==> src/rtl/alu_arbiter_if.sv <==
// alu_arbiter_if: requester and ALU bus of the two-port ALU arbiter.
// master = environment (requesters + ALU), slave = arbiter.
interface alu_arbiter_if;
  logic       on;
  logic       req0;
  logic       req1;
  logic [6:0] op0;
  logic [6:0] op1;
  logic [7:0] a0;
  logic [7:0] b0;
  logic [7:0] a1;
  logic [7:0] b1;
  logic       gnt0;
  logic       gnt1;
  logic       done0;
  logic       done1;
  logic [7:0] result;
  logic       err;
  logic       busy;
  logic [2:0] alu_in_sel;
  logic [7:0] alu_num1;
  logic [7:0] alu_num2;
  logic [6:0] alu_out_sel;
  logic [7:0] alu_out;
  logic [1:0] state;

  modport master (
    output on, req0, req1,
    output op0, op1, a0, b0, a1, b1,
    output alu_out,
    input  gnt0, gnt1, done0, done1,
    input  result, err, busy, state,
    input  alu_in_sel, alu_num1,
    input  alu_num2, alu_out_sel
  );

  modport slave (
    input  on, req0, req1,
    input  op0, op1, a0, b0, a1, b1,
    input  alu_out,
    output gnt0, gnt1, done0, done1,
    output result, err, busy, state,
    output alu_in_sel, alu_num1,
    output alu_num2, alu_out_sel
  );
endinterface

==> src/rtl/alu_arbiter.sv <==
// alu_arbiter: round-robin arbiter sharing one ALU between two requesters.
// Ports: clk, rst (async active-low), bus (alu_arbiter_if.slave).
module alu_arbiter #(
  parameter int unsigned EXEC_CYCLES = 1
) (
  input  logic         clk,
  input  logic         rst,
  alu_arbiter_if.slave bus
);

  typedef enum logic [1:0] {
    IDLE = 2'b00,
    LOAD = 2'b01,
    EXEC = 2'b10,
    RESP = 2'b11
  } st_t;

  st_t        st;
  st_t        st_nx;
  logic [3:0] cnt;
  logic [6:0] op_q;
  logic [7:0] a_q;
  logic [7:0] b_q;
  logic [7:0] res_q;
  logic       id_q;
  logic       err_q;
  logic       last_q;

  logic       accept;
  logic       pick1;
  logic [6:0] op_w;
  logic [7:0] a_w;
  logic [7:0] b_w;
  logic       op_ok;

  // last_q is the id served last; reset value 1 lets req0 win the first tie
  always_comb begin
    accept = bus.on & (bus.req0 | bus.req1);
    pick1  = bus.req1 & (~bus.req0 | ~last_q);
    op_w   = pick1 ? bus.op1 : bus.op0;
    a_w    = pick1 ? bus.a1 : bus.a0;
    b_w    = pick1 ? bus.b1 : bus.b0;
    op_ok  = (op_w != 7'd0) &&
             ((op_w & (op_w - 7'd1)) == 7'd0);
  end

  always_ff @(posedge clk or negedge rst) begin
    if (!rst) begin
      st <= IDLE;
    end else begin
      st <= st_nx;
    end
  end

  always_comb begin
    st_nx = st;
    unique case (st)
      IDLE: begin
        if (accept) st_nx = op_ok ? LOAD : RESP;
      end
      LOAD: st_nx = EXEC;
      EXEC: begin
        if (cnt <= 4'd1) st_nx = RESP;
      end
      RESP: st_nx = IDLE;
      default: st_nx = IDLE;
    endcase
  end

  always_ff @(posedge clk or negedge rst) begin
    if (!rst) begin
      cnt    <= 4'd0;
      op_q   <= 7'd0;
      a_q    <= 8'd0;
      b_q    <= 8'd0;
      res_q  <= 8'd0;
      id_q   <= 1'b0;
      err_q  <= 1'b0;
      last_q <= 1'b1;
    end else begin
      unique case (st)
        IDLE: begin
          if (accept) begin
            id_q  <= pick1;
            op_q  <= op_w;
            err_q <= ~op_ok;
            // operands only move on a real LOAD
            if (op_ok) begin
              a_q <= a_w;
              b_q <= b_w;
            end else begin
              res_q <= 8'd0;
            end
          end
        end
        LOAD: cnt <= 4'(EXEC_CYCLES);
        EXEC: begin
          cnt <= cnt - 4'd1;
          if (cnt <= 4'd1) res_q <= bus.alu_out;
        end
        RESP: last_q <= id_q;
        default: ;
      endcase
    end
  end

  always_comb begin
    bus.gnt0        = 1'b0;
    bus.gnt1        = 1'b0;
    bus.done0       = 1'b0;
    bus.done1       = 1'b0;
    bus.err         = 1'b0;
    bus.alu_in_sel  = 3'b000;
    bus.alu_out_sel = 7'd0;
    bus.busy        = (st != IDLE);
    bus.state       = st;
    bus.result      = res_q;
    bus.alu_num1    = a_q;
    bus.alu_num2    = b_q;
    unique case (st)
      LOAD: begin
        bus.alu_in_sel = 3'b010;
        bus.gnt0       = ~id_q;
        bus.gnt1       = id_q;
      end
      EXEC: begin
        bus.alu_in_sel  = 3'b100;
        bus.alu_out_sel = op_q;
      end
      RESP: begin
        bus.done0 = ~id_q;
        bus.done1 = id_q;
        bus.err   = err_q;
        // rejected ops never pass LOAD, so grant here
        bus.gnt0  = err_q & ~id_q;
        bus.gnt1  = err_q & id_q;
      end
      default: ;
    endcase
  end

endmodule
==> src/flat_wrapper.sv <==
// flat-port wrapper written by rule: the top's interface ports become plain ports
module alu_arbiter_flat 
#(
  parameter int unsigned EXEC_CYCLES = 1
)
  (clk, rst, bus_on, bus_req0, bus_req1, bus_op0, bus_op1, bus_a0, bus_b0, bus_a1, bus_b1, bus_alu_out, bus_gnt0, bus_gnt1, bus_done0, bus_done1, bus_result, bus_err, bus_busy, bus_state, bus_alu_in_sel, bus_alu_num1, bus_alu_num2, bus_alu_out_sel);
  alu_arbiter_if bus_i ();
  input  logic clk;
  input  logic rst;
  input wire logic [$bits(bus_i.on)-1:0] bus_on;
  input wire logic [$bits(bus_i.req0)-1:0] bus_req0;
  input wire logic [$bits(bus_i.req1)-1:0] bus_req1;
  input wire logic [$bits(bus_i.op0)-1:0] bus_op0;
  input wire logic [$bits(bus_i.op1)-1:0] bus_op1;
  input wire logic [$bits(bus_i.a0)-1:0] bus_a0;
  input wire logic [$bits(bus_i.b0)-1:0] bus_b0;
  input wire logic [$bits(bus_i.a1)-1:0] bus_a1;
  input wire logic [$bits(bus_i.b1)-1:0] bus_b1;
  input wire logic [$bits(bus_i.alu_out)-1:0] bus_alu_out;
  output wire logic [$bits(bus_i.gnt0)-1:0] bus_gnt0;
  output wire logic [$bits(bus_i.gnt1)-1:0] bus_gnt1;
  output wire logic [$bits(bus_i.done0)-1:0] bus_done0;
  output wire logic [$bits(bus_i.done1)-1:0] bus_done1;
  output wire logic [$bits(bus_i.result)-1:0] bus_result;
  output wire logic [$bits(bus_i.err)-1:0] bus_err;
  output wire logic [$bits(bus_i.busy)-1:0] bus_busy;
  output wire logic [$bits(bus_i.state)-1:0] bus_state;
  output wire logic [$bits(bus_i.alu_in_sel)-1:0] bus_alu_in_sel;
  output wire logic [$bits(bus_i.alu_num1)-1:0] bus_alu_num1;
  output wire logic [$bits(bus_i.alu_num2)-1:0] bus_alu_num2;
  output wire logic [$bits(bus_i.alu_out_sel)-1:0] bus_alu_out_sel;
  assign bus_i.on = bus_on;
  assign bus_i.req0 = bus_req0;
  assign bus_i.req1 = bus_req1;
  assign bus_i.op0 = bus_op0;
  assign bus_i.op1 = bus_op1;
  assign bus_i.a0 = bus_a0;
  assign bus_i.b0 = bus_b0;
  assign bus_i.a1 = bus_a1;
  assign bus_i.b1 = bus_b1;
  assign bus_i.alu_out = bus_alu_out;
  assign bus_gnt0 = bus_i.gnt0;
  assign bus_gnt1 = bus_i.gnt1;
  assign bus_done0 = bus_i.done0;
  assign bus_done1 = bus_i.done1;
  assign bus_result = bus_i.result;
  assign bus_err = bus_i.err;
  assign bus_busy = bus_i.busy;
  assign bus_state = bus_i.state;
  assign bus_alu_in_sel = bus_i.alu_in_sel;
  assign bus_alu_num1 = bus_i.alu_num1;
  assign bus_alu_num2 = bus_i.alu_num2;
  assign bus_alu_out_sel = bus_i.alu_out_sel;
  alu_arbiter #(.EXEC_CYCLES(EXEC_CYCLES)) u_core (.clk(clk), .rst(rst), .bus(bus_i));
endmodule
==> config.mk <==
export PLATFORM = sky130hd
export DESIGN_NAME = alu_arbiter_flat
export DESIGN_NICKNAME = d
export VERILOG_FILES = /design/src/rtl/alu_arbiter_if.sv /design/src/rtl/alu_arbiter.sv /design/src/flat_wrapper.sv
export SDC_FILE = /design/constraint.sdc
export NUM_CORES = 1
export LEC_CHECK = 0
export BUFFER_PORTS_ARGS = -buffer_cell sky130_fd_sc_hd__buf_2
export CORE_MARGIN = 2
export CORE_UTILIZATION = 51
export CTS_CLUSTER_SIZE = 40
export DETAILED_ROUTE_END_ITERATION = 8
export GPL_TIMING_DRIVEN = 0
export PLACE_DENSITY = 0.95
export SYNTH_ARGS = -nofsm -noshare
export SYNTH_HDL_FRONTEND = slang
export SYNTH_SLANG_ARGS = --single-unit
==> constraint.sdc <==
create_clock -name clk -period 4.7 [get_ports clk]
set_clock_uncertainty 0.1 [all_clocks]
set_input_delay 0.705 -clock clk [delete_from_list [all_inputs] [get_ports clk]]
set_output_delay 0.705 -clock clk [all_outputs]
set_load 0.1 [all_outputs]
### Yosys cells after proc, flatten, opt, wreduce, memory -nomap -nowiden

Cells that the tools add are included.

| word-level totals | value |
|---|---|
| word-level logic and storage cells | 59 |
| register bits | 40 |
| input bits | 59 |

| cells by class | value |
|---|---|
| bitwise operators | 11 |
| order comparisons | 1 |
| mux-type cells | 19 |
| reductions and logical operators | 11 |
| add/subtract/negate cells | 2 |
| equality and inequality tests | 6 |

Operators with widths:

| operator | count |
|---|---|
| $mux W8 | 5 |
| $pmux W8 S2 | 1 |
| $mux W7 | 2 |
| $pmux W2 S4 | 1 |
| $pmux W4 S2 | 1 |
| $and A7 B7 Y7 | 1 |
| $logic_not A7 Y1 | 1 |
| $reduce_bool A7 Y1 | 1 |
| $sub A7 B1 Y7 const B | 1 |
| $mux W2 | 3 |
| $pmux W3 S2 | 1 |
| $reduce_bool A2 Y1 | 3 |
| $and A1 B1 Y1 | 4 |
| $eq A2 B2 Y1 const B | 2 |
| $le A4 B1 Y1 const B | 1 |
| $ne A2 B1 Y1 const B | 2 |
| $not A1 Y1 | 4 |
| $pmux W1 S2 | 2 |
| $reduce_and A2 Y1 | 2 |
| $reduce_and A4 Y1 | 1 |
| $sub A4 B1 Y4 const B | 1 |
| $mux W1 | 3 |
| $reduce_and A3 Y1 | 1 |
| $eq A2 B1 Y1 const B | 1 |
| other kinds (4) | 5 |

### Logic depth before layout (Yosys ltp)

| logic depth | value |
|---|---|
| depth after elaboration | 11 |
| mapped depth | 7 |
| gate-level depth less buffers | 7 |

### Worst setup path after synthesis

Ideal clock, no wire load.

| timing | value |
|---|---|
| path kind | register -> output |
| start | reg u_core.st[0], in the netlist u_core.bus.state[0] |
| end | out bus_gnt1 |
| arrival | 3549 ps |
| buffers on the path | 0 |
| slack | 346 ps |
| stages on the path, launching flop included | 5 |
| cells stage by stage | dfrtp_1 > ha_1 > and2_1 > nor2_1 > nor2b_1 |

| between the ends | value |
|---|---|
| longest elaborated chain between the ends | 2 |
| elaborated cells on any way between the ends | 3 |
| classes of those cells | 2 x eq/ne; 1 x mux |

RTL lines:

| what | RTL line | text |
|---|---|---|
| from (decl) | alu_arbiter.sv:18 | `st_t st;` |
| from (signal assigned) | alu_arbiter.sv:51 | `st <= st_nx;` |
| $eq A2 B2 Y1 / $eq A2 B1 Y1 (equally long branches) | alu_arbiter.sv:120 | `unique case (st)` |
| $pmux W1 S2 (*) | alu_arbiter.sv:120 |  |
| to (decl) | flat_wrapper.sv:21 | `output wire logic [$bits(bus_i.gnt1)-1:0] bus_gnt1;` |

Every way passes the cells marked *; elsewhere a longest branch is shown, timed or not.

### Worst setup path in the final report

| timing | value |
|---|---|
| start | reg u_core.st[0], in the netlist u_core.bus.state[0] |
| end | out bus_alu_out_sel[4] |

| between the ends | value |
|---|---|
| longest elaborated chain between the ends | 2 |

RTL lines:

| what | RTL line | text |
|---|---|---|
| $eq A2 B2 Y1 | alu_arbiter.sv:120 |  |
| $mux W7 | alu_arbiter.sv:120 |  |
| to (decl) | flat_wrapper.sv:31 | `output wire logic [$bits(bus_i.alu_out_sel)-1:0] bus_alu_out_sel;` |

No other way between the ends.

==> impl_metrics.ini <==
[status]
status = complete, no violations

[timing]
rsz0062_at_grt = false
timing.final.crit_share_pct = 69.4
hold_violations = 0
finalSetupViolations = 0
drv_slew = 0
period_minus_slack_ps = 3260
tightest_slew_ps = 908
tns_ps = 0
max_freq_mhz = 307
max-slew-margin-rel_pct = 38.8

[die]
start_util_pct = 52.5
row_count = 24
io_pins = 101
die_h_um = 70.7
die_w_um = 70.7
die_area_mm2 = 0.00500
core_mm2 = 0.00432

[critical_path]
criticalPathCategory = register to output port
start_kind = register
required_ps = 3890
regToRegStartpoint = u_core.bus.state[0]
reg2reg_depth = 7
arrival_ps = 2460
cp-end-kind = output port
worstPathMaxFanout = 10
cp-startpoint = u_core.bus.state[0]

[route]
via_per_inst = 5.35
dr.first_iter.drc_count = 75
dr.pass1.iters = 4
wl_um = 5210
avgRoutedWirePerCell_um = 14.2
vias = 1970
ant_nets = 0
route.detailed.drc = 0

[synth]
synth_top_area_share_pct = 43.0
yosysTopAreaCell = dfrtp_1
netlist_area_mm2 = 0.00227
syn_avg_cell_area_um2 = 10.9
synth_edf_count = 0
syn-num-nets = 274
synthesis.instances = 209
synth.distinct_cells = 40
ys.flop_type = dfrtp_1
yosys-top-cells-area = dfrtp_1 43%, mux2_2 12%, mux2_4 6.0%
ys_seq_area_share_pct = 44.2
synthArstFlopShare_pct = 100
ys_ff_latch = 40
yosys_warnings = 0

[min_path]
hold_class = register to register
worstHoldStart = u_core.op_q[5]
whs_path_depth = 2

[placement]
port_buffers = 99
dpl.hpwl_um = 3990
place_congestion = 0.891

[global_route]
grt_max_degree = 41
grt_use_total_pct = 21.2
antenna_found_initial = 0
grt_overflow_total = 0
grt_pass1_vias = 1877
grt_pass1_wl_um = 8570

[cts]
htree_levels = 2
hold_buffers = 0
post_cts_buffers = 0
cts.clk_slew.worst_paths_ps = 80
cts.sinks = 40
cts-root-buf = clkbuf_8
ctsResizeCount = 0
insertion_delay_ps = 290
cts_buffers = 5
cts_tree = yes
clockBufferDepth = 2

[cells_and_area]
nets = 380
drive_above_1_share_pct = 48.1
layout_commonest_cell = buf_2
final_cell_mix = 100 x buf_2, 39 x dfrtp_1, 25 x mux2_2
n_antenna_cell = 0
area_growth_pct = 29.6

[job]
cap_violations = 0
==> worst max-delay path: stages, from the launching register on <==
cell	delay, ps
dfrtp_1	430
inv_1	100
ha_1	220
clkbuf_1	370
clkbuf_1	400
and2_1	210
buf_2	430
==> cell families (layout without fill, tap and decap cells) <==
kind of cell               Yosys count  count (layout)  synth area share (%)
muxes                               40              40                  21.0
other                                1               1                 0.165
xor gates and xnor gates             2               2                 0.772
adders and majority gates            6               6                  3.31
DFF                                 40              40                  44.2
AOI/OAI and AO/OA                   42              42                  11.9
and+or+nand+nor                     50              50                  11.9
buffers and inverters               28             135                  6.73
==> sequential cells by signal, summed over array words and instances, names as in the netlist <==
register             cells
u_core.err_q             1
u_core.bus.result        8
u_core.id_q              1
u_core.bus.alu_num2      8
u_core.bus.state         2
u_core.bus.alu_num1      8
u_core.cnt               4
u_core.op_q              7
u_core.last_q            1
==> final cells by class <==
class	count	area, µm²
fill	351	1380
timing repair buffer	99	495
inverter	17	63.8
clock inverter	3	42.5
tap	52	65.1
clock buffer	5	68.8
sequential	40	1000
buffer	11	88.8
multi-input combinational	141	1110
==> per-stage QoR <==
| step | setup slack (ps) | cell area (µm²) | hold WS (ps) | instances | utilization [%] |
|---|---|---|---|---|---|
| 2_1_floorplan | 346 | 2270 | 309 | 209 | - |
| 4_1_cts | 1430 | 2940 | 380 | 368 | 68.0 |
| 5_1_grt | 1320 | 2940 | 401 | 368 | 68.0 |
| 3_5_place_dp | 1700 | 2830 | 363 | 360 | 65.4 |
| 6_report | 1440 | 2940 | 375 | 368 | 68.0 |
| 3_3_place_gp | 1800 | 2830 | 358 | 360 | 65.4 |
==> Yosys cell counts, types with 2 or more instances <==
library cell and number:
ha_1 6, o22ai_1 9, o31ai_1 2, nand3_1 2, a211oi_1 3, a2111oi_0 2
nor2_1 7, nor2b_1 2, o21ai_0 16, a21oi_1 2, and2_1 9, or3_1 3
dfrtp_1 39, buf_4 2, clkbuf_1 4, nand4_1 8, mux2_2 25, a31oi_1 2
a21boi_0 2, mux2i_1 6, mux2_4 9, inv_1 17, nand2_1 15
==> path summary, 6_finish.rpt <==
check,to,slack (ps)
hold / removal,u_core.op_q[5],370
setup reg to reg,u_core.bus.result[3],1950
min in group asynchronous,u_core.bus.state[1],420
setup / recovery,bus_alu_out_sel[4],1440
max in group asynchronous,u_core.bus.alu_num1[6],3520
hold reg to reg,u_core.op_q[5],370
==> per-layer routing <==
layer | share of wire (%) | routed length, µm | vias up | global-route usage, %
met5 | 0 | 0 | - | 0
met4 | 1.2 | 60 | 0 | 6.92
met3 | 6.0 | 315 | 5 | 3.42
met2 | 50 | 2610 | 73 | 35.7
met1 | 43 | 2220 | 935 | 28.1
li1 | - | - | 957 | -
Power is not shown: default switching activity piles up to over one toggle a cycle in this logic, so the estimate is an artifact.
